## config.mk

```make
export PLATFORM = sky130hd
export DESIGN_NAME = storage_arbiter
export DESIGN_NICKNAME = d
export VERILOG_FILES = /design/src/rtl/storage_arbiter.sv
export SDC_FILE = /design/constraint.sdc
export NUM_CORES = 1
export LEC_CHECK = 0
export BUFFER_PORTS_ARGS = -buffer_cell sky130_fd_sc_hd__buf_2
export CORE_MARGIN = 5
export CORE_UTILIZATION = 49
export DETAILED_ROUTE_END_ITERATION = 10
export PLACE_DENSITY = 0.85
export SYNTH_ARGS = -nofsm -noshare
export SYNTH_HDL_FRONTEND = slang
export SYNTH_SLANG_ARGS = --single-unit
export TNS_END_PERCENT = 50
```

## constraint.sdc

```tcl
create_clock -name clk -period 2.1 [get_ports clk]
set_clock_uncertainty 0.05 [all_clocks]
set_input_delay 0.42 -clock clk [delete_from_list [all_inputs] [get_ports clk]]
set_output_delay 0.42 -clock clk [all_outputs]
set_load 0.05 [all_outputs]
```

## src/rtl/storage_arbiter.sv

```systemverilog
// -----------------------------------------------------------------------------
// storage_arbiter
//
// Arbitrates four requesters (tank1, tank2, proj1, proj2) onto a single
// position/direction storage block. A round-robin pick is made in IDLE, the
// chosen command is issued for one cycle, the storage is given LAT idle
// cycles to settle, and reads additionally strobe the storage output and
// capture the returned position/direction before the completion pulse.
//
// Parameters
//   LAT            idle cycles (0..7) between command issue and completion
//
// Ports
//   clk            system clock, all state changes on the rising edge
//   reset          asynchronous, active-low reset
//   req[3:0]       request per requester (0=tank1 1=tank2 2=proj1 3=proj2)
//   req_we[3:0]    per requester: 1=write, 0=read
//   req_addr[31:0] per requester 8-bit address, requester i in [8i+7:8i]
//   req_data[31:0] per requester 8-bit write data, requester i in [8i+7:8i]
//   gnt[3:0]       one-hot owner of the storage, ISSUE through ACK
//   ack[3:0]       one-hot, one-cycle completion pulse
//   rd_pos/rd_dir  values captured by the most recent read
//   busy           high whenever a transaction is in flight
//   st_mode        storage mode select derived from the granted index
//   st_wren        storage write enable (ISSUE cycle of a write only)
//   st_load_out    storage output-load strobe (LOAD cycle of a read)
//   st_address     storage address, held ISSUE through ACK
//   st_data        storage write data, held ISSUE through ACK
//   st_updated_pos storage position readback
//   st_updated_dir storage direction readback
// -----------------------------------------------------------------------------
module storage_arbiter #(
  parameter int LAT = 1
) (
  input  logic        clk,
  input  logic        reset,
  input  logic [3:0]  req,
  input  logic [3:0]  req_we,
  input  logic [31:0] req_addr,
  input  logic [31:0] req_data,
  output logic [3:0]  gnt,
  output logic [3:0]  ack,
  output logic [7:0]  rd_pos,
  output logic [7:0]  rd_dir,
  output logic        busy,
  output logic [3:0]  st_mode,
  output logic        st_wren,
  output logic        st_load_out,
  output logic [7:0]  st_address,
  output logic [7:0]  st_data,
  input  logic [7:0]  st_updated_pos,
  input  logic [7:0]  st_updated_dir
);

  typedef enum logic [2:0] {
    IDLE    = 3'd0,
    ISSUE   = 3'd1,
    WAIT    = 3'd2,
    LOAD    = 3'd3,
    CAPTURE = 3'd4,
    ACK     = 3'd5
  } state_t;

  // Preload value for the wait counter: it counts down to zero, so LAT
  // cycles of WAIT need a start value of LAT-1.
  localparam logic [2:0] LAT_M1 = (LAT > 0) ? 3'(LAT - 1) : 3'd0;

  // ---------------------------------------------------------------------------
  // State and latched transaction
  // ---------------------------------------------------------------------------
  state_t      state_q, state_d;
  logic [2:0]  wait_cnt_q, wait_cnt_d;
  logic [1:0]  last_grant_q, last_grant_d;
  logic [1:0]  idx_q, idx_d;
  logic        we_q, we_d;
  logic [7:0]  addr_q, addr_d;
  logic [7:0]  data_q, data_d;

  // Next values of the registered outputs.
  logic [3:0]  gnt_d, ack_d, st_mode_d;
  logic        busy_d, st_wren_d, st_load_out_d;
  logic [7:0]  st_address_d, st_data_d;
  logic [7:0]  rd_pos_d, rd_dir_d;

  // ---------------------------------------------------------------------------
  // Round-robin selection: scan from last_grant+1 upwards, wrapping mod 4.
  // The 2-bit sum wraps naturally, so no explicit modulo is needed.
  // ---------------------------------------------------------------------------
  logic        rr_valid;
  logic [1:0]  rr_idx;

  always_comb begin
    // NOTE: every variable written here gets a default first; a path that
    // leaves one unassigned would infer a latch.
    rr_valid = 1'b0;
    rr_idx   = 2'(last_grant_q + 2'd1);
    for (int i = 0; i < 4; i++) begin
      if (!rr_valid && req[2'(last_grant_q + 2'(i + 1))]) begin
        rr_valid = 1'b1;
        rr_idx   = 2'(last_grant_q + 2'(i + 1));
      end
    end
  end

  // ---------------------------------------------------------------------------
  // Next-state logic
  // ---------------------------------------------------------------------------
  always_comb begin
    state_d      = state_q;
    wait_cnt_d   = wait_cnt_q;
    last_grant_d = last_grant_q;
    idx_d        = idx_q;
    we_d         = we_q;
    addr_d       = addr_q;
    data_d       = data_q;

    unique case (state_q)
      IDLE: begin
        // The request is latched here so later req changes cannot disturb
        // the transaction in flight.
        if (rr_valid) begin
          idx_d   = rr_idx;
          we_d    = req_we[rr_idx];
          addr_d  = req_addr[{rr_idx, 3'b000} +: 8];
          data_d  = req_data[{rr_idx, 3'b000} +: 8];
          state_d = ISSUE;
        end
      end

      ISSUE: begin
        if (LAT == 0) begin
          state_d = we_q ? ACK : LOAD;
        end else begin
          wait_cnt_d = LAT_M1;
          state_d    = WAIT;
        end
      end

      WAIT: begin
        if (wait_cnt_q == 3'd0) begin
          state_d = we_q ? ACK : LOAD;
        end else begin
          wait_cnt_d = wait_cnt_q - 3'd1;
        end
      end

      LOAD:    state_d = CAPTURE;

      CAPTURE: state_d = ACK;

      ACK: begin
        last_grant_d = idx_q;
        state_d      = IDLE;
      end

      default: state_d = IDLE;
    endcase
  end

  // ---------------------------------------------------------------------------
  // Output decode. Outputs are registered, so they are decoded from the
  // state being entered (state_d) and the transaction being latched, which
  // makes every output line up with the state it belongs to.
  // ---------------------------------------------------------------------------
  always_comb begin
    gnt_d         = 4'b0000;
    ack_d         = 4'b0000;
    busy_d        = 1'b0;
    st_mode_d     = 4'b0000;
    st_wren_d     = 1'b0;
    st_load_out_d = 1'b0;
    st_address_d  = 8'h00;
    st_data_d     = 8'h00;
    rd_pos_d      = rd_pos;
    rd_dir_d      = rd_dir;

    if (state_d != IDLE) begin
      gnt_d        = 4'b0001 << idx_d;
      busy_d       = 1'b1;
      // Requester 0..3 maps to odd modes 1,3,5,7.
      st_mode_d    = {1'b0, idx_d, 1'b1};
      st_address_d = addr_d;
      st_data_d    = data_d;
    end

    if (state_d == ISSUE) st_wren_d = we_d;
    if (state_d == LOAD)  st_load_out_d = 1'b1;
    if (state_d == ACK)   ack_d = 4'b0001 << idx_d;

    // Readback is sampled during CAPTURE and presented from ACK onwards.
    if (state_q == CAPTURE) begin
      rd_pos_d = st_updated_pos;
      rd_dir_d = st_updated_dir;
    end
  end

  // ---------------------------------------------------------------------------
  // Registers
  // ---------------------------------------------------------------------------
  always_ff @(posedge clk or negedge reset) begin
    // NOTE: sequential state uses non-blocking assignments so every register
    // samples the pre-edge values regardless of statement order.
    if (!reset) begin
      state_q      <= IDLE;
      wait_cnt_q   <= 3'd0;
      // Requester 0 wins the first arbitration after reset.
      last_grant_q <= 2'd3;
      idx_q        <= 2'd0;
      we_q         <= 1'b0;
      addr_q       <= 8'h00;
      data_q       <= 8'h00;
      gnt          <= 4'b0000;
      ack          <= 4'b0000;
      busy         <= 1'b0;
      st_mode      <= 4'b0000;
      st_wren      <= 1'b0;
      st_load_out  <= 1'b0;
      st_address   <= 8'h00;
      st_data      <= 8'h00;
      rd_pos       <= 8'h00;
      rd_dir       <= 8'h00;
    end else begin
      state_q      <= state_d;
      wait_cnt_q   <= wait_cnt_d;
      last_grant_q <= last_grant_d;
      idx_q        <= idx_d;
      we_q         <= we_d;
      addr_q       <= addr_d;
      data_q       <= data_d;
      gnt          <= gnt_d;
      ack          <= ack_d;
      busy         <= busy_d;
      st_mode      <= st_mode_d;
      st_wren      <= st_wren_d;
      st_load_out  <= st_load_out_d;
      st_address   <= st_address_d;
      st_data      <= st_data_d;
      rd_pos       <= rd_pos_d;
      rd_dir       <= rd_dir_d;
    end
  end

endmodule

```

# [Word-level counts from Yosys, hierarchy flattened]
# Index checks and enable logic that the tools add are counted.
[totals] regBits=74 latchBits=0 ram_bits=0 rom_bits=0 in_bits=90 out_inout_bits=47 wordCells=88 n_memories=0
[classes] n_addsub=4 mul=0 n_div=0 order_cmp=5 eq_ne=9 shift=3 mux=39 n_bitwise=0 reduce_logical=11
[op_table] cell="indexed part select 32 x 6 -> 8 bit" n=2
[op_table] cell="2-to-1 mux 8 bit" n=6
[op_table] cell="less-than comparator 2 x 3 -> 1 bit, second input constant" n=5
[op_table] cell="2-to-1 mux 3 bit" n=5
[op_table] cell="one-hot mux 3 bit (5 select lines)" n=1
[op_table] cell="2-to-1 mux 1 bit" n=14
[op_table] cell="binary-select mux 1 bit (select 2 bit)" n=5
[op_table] cell="2-to-1 mux 2 bit" n=5
[op_table] cell="equality test 3 x 2 -> 1 bit, second input constant" n=3
[op_table] cell="equality test 3 bit, second input constant" n=3
[op_table] cell="2-to-1 mux 4 bit" n=2
[op_table] cell="equality test 3 x 1 -> 1 bit, second input constant" n=2
[op_table] cell="zero test 3 bit" n=2
[op_table] cell="one-hot mux 3 bit (2 select lines)" n=1
[op_table] cell="adder 2 bit, second input constant" n=2
[op_table] cell="<< shifter 1 x 2 -> 4 bit, first input constant" n=1
[op_table] cell="logical AND 1 bit" n=3
[op_table] cell="zero test 1 bit" n=3
[op_table] cell="nonzero test 3 bit" n=1
[op_table] cell="subtractor 3 x 1 -> 3 bit, second input constant" n=1
[op_table] cell="adder 2 x 1 -> 2 bit, second input constant" n=1
[op_table] cell="!= test 2 bit, second input constant" n=1
[op_table] cell="AND reduction 2 bit" n=1
[op_table] cell="nonzero test 2 bit" n=1

# [Longest topological paths before layout]
[depth] ltp_word=18 depth_mapped=8 depth_no_buf=7

# [Worst setup path after synthesis]
# OpenSTA, ideal clock, no wires.
[synth_timing] path_type="register to register" startpoint="register state_q[1]" endpoint="register rd_dir[5]" setup_time_ns=0.125 arrival_ns=1.685 t_required_ns=1.925 slack_ns=0.240 path_stages_with_launch=7 path_buffers=2 period_less_slack_ns=1.860 cell_sequence="dfrtp_1 > clkbuf_1 > inv_1 > nand2_1 > nor2_1 > buf_2 > mux2_2"
[synth_between] elab_chain_len=1
[synth_lines] item="from (decl)" line_no="71" text="state_t state_q, state_d;"
[synth_lines] item="from (signal assigned)" line_no="223" text="state_q <= state_d;"
[synth_lines] item="equality test 3 bit" line_no="191" text="if (state_q == CAPTURE) begin"
[synth_lines] item="to (signal assigned)" line_no="239" text="rd_dir <= rd_dir_d;"
[synth_lines] item="to (decl)" line_no="44" text="output logic [7:0] rd_dir,"
# Every way passes these cells.
# A chain may end at the register's enable or synchronous reset.

# [Final worst setup path]
[layout_timing] startpoint="register last_grant_q[0]" endpoint="register st_data[4]"
[layout_between] elab_chain_len=17 word_cells_on_any_way=31 cone_classes="add/sub (3); shift (1); mux (20); reduce/logical (7)"
[layout_lines] item="from (decl)" line_no="73" text="logic [1:0] last_grant_q, last_grant_d;"
[layout_lines] item="from (signal assigned)" line_no="225" text="last_grant_q <= last_grant_d;"
[layout_lines] item="adder 2 x 1 -> 2 bit" line_no="96, 98, 100"
[layout_lines] item="binary-select mux 1 bit (select 2 bit)" line_no="98" text="if (!rr_valid && req[2'(last_grant_q + 2'(i + 1))]) begin"
[layout_lines] item="2-to-1 mux 1 bit (implied by the code)" line_no="98"
[layout_lines] item="2-to-1 mux 1 bit" line_no="98"
[layout_lines] item="zero test 1 bit" line_no="98"
[layout_lines] item="logical AND 1 bit" line_no="98"
[layout_lines] item="2-to-1 mux 1 bit" line_no="98"
[layout_lines] item="zero test 1 bit" line_no="98"
[layout_lines] item="[... 2 more ...]"
[layout_lines] item="zero test 1 bit" line_no="98"
[layout_lines] item="logical AND 1 bit" line_no="98"
[layout_lines] item="2-to-1 mux 2 bit or 2-to-1 mux 1 bit (tied branches)" line_no="98"
[layout_lines] item="indexed part select 32 x 6 -> 8 bit or 2-to-1 mux 3 bit (tied branches)" line_no="125, 121"
[layout_lines] item="2-to-1 mux 8 bit or one-hot mux 3 bit (5 select lines) (tied branches)" line_no="121, 117"
[layout_lines] item="2-to-1 mux 8 bit or nonzero test 3 bit (tied branches)" line_no="117, 177"
[layout_lines] item="2-to-1 mux 8 bit *" line_no="177" text="if (state_d != IDLE) begin"
[layout_lines] item="net st_data_d[4]" line_no="82" text="logic [7:0] st_address_d, st_data_d;"
[layout_lines] item="to (signal assigned)" line_no="237" text="st_data <= st_data_d;"
[layout_lines] item="to (decl)" line_no="50" text="output logic [7:0] st_data,"
# Mark *: on every way through the listed nets, which the timed path passes. The rest lies on a longest branch. The select of a mux whose other input is x is not followed.

==> out/metrics.cfg <==
[power]
peakVddDrop_mv = 0.7793
pwr-share-seq_pct = 28.2
comb_power_share_pct = 58.6
p_sw_share_pct = 48.67
leakage_nw = 2.206
power_density_nw_per_um2 = 1829
p_sw_mw = 3.997
pwr-share-clk_pct = 13.2
internal_power_mw = 4.215

[grt]
antenna_found_initial = 0
grt_max_degree = 40
grt-ovfl-total = 0
grt_pass1_vias = 2957
grt_pass1_wl_um = 13510
track_usage_pct = 19.43

[detailed_routing]
drtAntennaViolNets = 0
via_per_inst = 5.222
drc = 0
top_layer = met4
routedWlPerCell_um = 14.49
wl_met3_um = 760
routed_wl_um = 8303
routedLengthMet1_um = 3452
first_pass_iters = 4
dr_wl_met2_um = 3964
drt_iter0_markers = 124
num_vias = 2992

[yosys]
synthCells = 339
synth_top_cell_area_share_pct = 50.40
ys_ff_latch = 72
synth_ff_type = dfrtp_1
synth_common_cells = nand2_1, dfrtp_1, a21oi_1
synth.distinct_cells = 42
synth.most_common_cell = nand2_1
async_flop_share_pct = 100.0
yosysWarnings = 0
syn_area_um2 = 3476
synth_edf_count = 0
syn_avg_cell_area_um2 = 10.25
synth_top_area_cell = dfrtp_1
synthTopCellsByArea = dfrtp_1, nand2_1, o22ai_2, mux2_2, a32o_1
synth_nets = 431
synth_seq_area_share_pct = 51.91

[clock_network]
clock_latency_ns = 0.34
cts_tree = yes
cts_hold_buf = 1
ctsResizeCount = 0
path_clk_slew_ns = 0.07
clock-root-buffer = clkbuf_8
clk_path_buf_depth = 2
cts.sinks = 72
numCtsBuffers = 9
postCtsSetupBuffers = 0
h-tree-depth = 3

[setup_path]
cp.arrival_ns = 2.16
path_common_cell = nand2_1
crit_required_ns = 2.31
path_max_fanout = 36
crit_chain = nand2_1, a22oi_2, o211a_1, buf_12, nand2_1, a32o_1, o22ai_2
critPathKind = reg2reg
slowest_stage = dfstp_2
critPathMaxStageDelay_ns = 0.59
worst_setup_path_start_kind = flop
end_kind = flop

[placement]
dp_hpwl_um = 6197
pre_cts_ws_ns = 0.05960
port_buffers = 135
routabilityCongestion = 0.8091

[final_layout]
area_growth_pct = 29.16
layout.nets = 564
num_antenna_cells = 0
drive_gt1_share_pct = 44.03
num-fill-cells = 564

[timing]
setup_tns_ns = 0
rsz0062_at_grt = false
finalWorstPathRequiredPeriod_ns = 1.942
finalHoldViolCount = 0
max_freq_mhz = 514.8
timing.final.ws_setup_ns = 0.1576
setup_viol = 0
final-max-slew-violation-count = 0
fin_crit_sh_pct = 92.50

[floorplan]
std_cell_rows = 30
dieHeight_um = 94.23
start_util_pct = 50.88
io_pins = 137
dieArea_um2 = 8878
core_um2 = 6832
die_x_um = 94.23

[worst_hold_path]
hp-class = in2reg

[outcome]
outcome = finished, final reports clean

[flow_run]
max-cap-violations = 0

[per-layer routing]
metal	up-vias	global-route usage [%]
li1	1461	-
met2	119	32.68
met5	-	0
met4	0	7.702
met3	12	5.288
met1	1400	23.58
[area by class of cell]
cell class	count	area, µm²	area share [%]
inverters	7	26.28	0.5853
repair buffers	147	845.8	18.84
clock inverters	5	56.30	1.254
multi-input cells	235	1495	33.31
flip-flops and latches	72	1804	40.19
clock buffers	11	141.4	3.149
well taps	96	120.1	2.676
[final timing paths]
kind,start,end,slack [ns],cells past startpoint
worst min-delay path,st_updated_dir[4],rd_dir[4],0.26,2
worst max-delay path,last_grant_q[0],st_data[4],0.16,7
worst min register to register,addr_q[4],addr_q[4],0.45,2
max in group asynchronous,reset,last_grant_q[1],0.87,3
min in group asynchronous,reset,state_q[1],0.53,2
worst max register to register,last_grant_q[0],st_data[4],0.16,7
[cells in the final DEF, fill, tap and decap left out, types with 10 or more instances in the layout]
master / Yosys / final
buf_2: 11 / 134
nand2_1: 77 / 76
dfrtp_1: 70 / 70
a21oi_1: 22 / 22
nor2_1: 17 / 17
mux2_2: 17 / 17
o22ai_2: 16 / 16
o21ai_1: 13 / 13
a32o_1: 12 / 12
clkbuf_8: 0 / 10
[flip-flops by register name, indices dropped and copies added (netlist names), 2 cells and up]
register,flops
ack,4
addr_q,8
data_q,8
gnt,4
idx_q,2
last_grant_q,2
rd_dir,8
rd_pos,8
st_address,8
st_data,8
st_mode,3
state_q,3
wait_cnt_q,3
[worst max-delay path: cells and delay by family (launching register included)]
kind / cells / cell delay, ns
compound gates: 4 / 0.84
buf+inv: 1 / 0.20
flops: 1 / 0.59
simple gates: 2 / 0.17
[power groups by stage]
stage	logic, mW	registers (mW)	clock network [mW]
3_3_place_gp	4.71	2.32	0
6_report	4.81	2.31	1.08
3_5_place_dp	4.83	2.34	0
2_1_floorplan	2.39	3.66	0
5_1_grt	5.19	2.39	1.16
4_1_cts	4.85	2.32	1.10
[cells by family after synthesis]
group | synth area share (%)
DFF | 51.91
xor gates and xnor gates | 0.2520
adders and majority gates | 0.7198
buffers and inverters | 5.255
muxes | 5.795
AOI/OAI and AO/OA | 21.45
and+or+nand+nor | 14.51
other | 0.1079
[metrics by stage]
step,utilization (%),hold slack (ns),cell area (µm²),power [mW],std cells
finish,65.71,0.2619,4489,8.212,573
global route,65.71,0.2501,4489,8.730,573
CTS,65.71,0.2487,4489,8.269,573
detailed placement,62.67,0.3486,4282,7.168,556
global placement,62.67,0.3366,4282,7.024,556
floorplan,-,0.07441,3476,6.048,339
No activity file was read; power rests on OpenSTA's default activity.
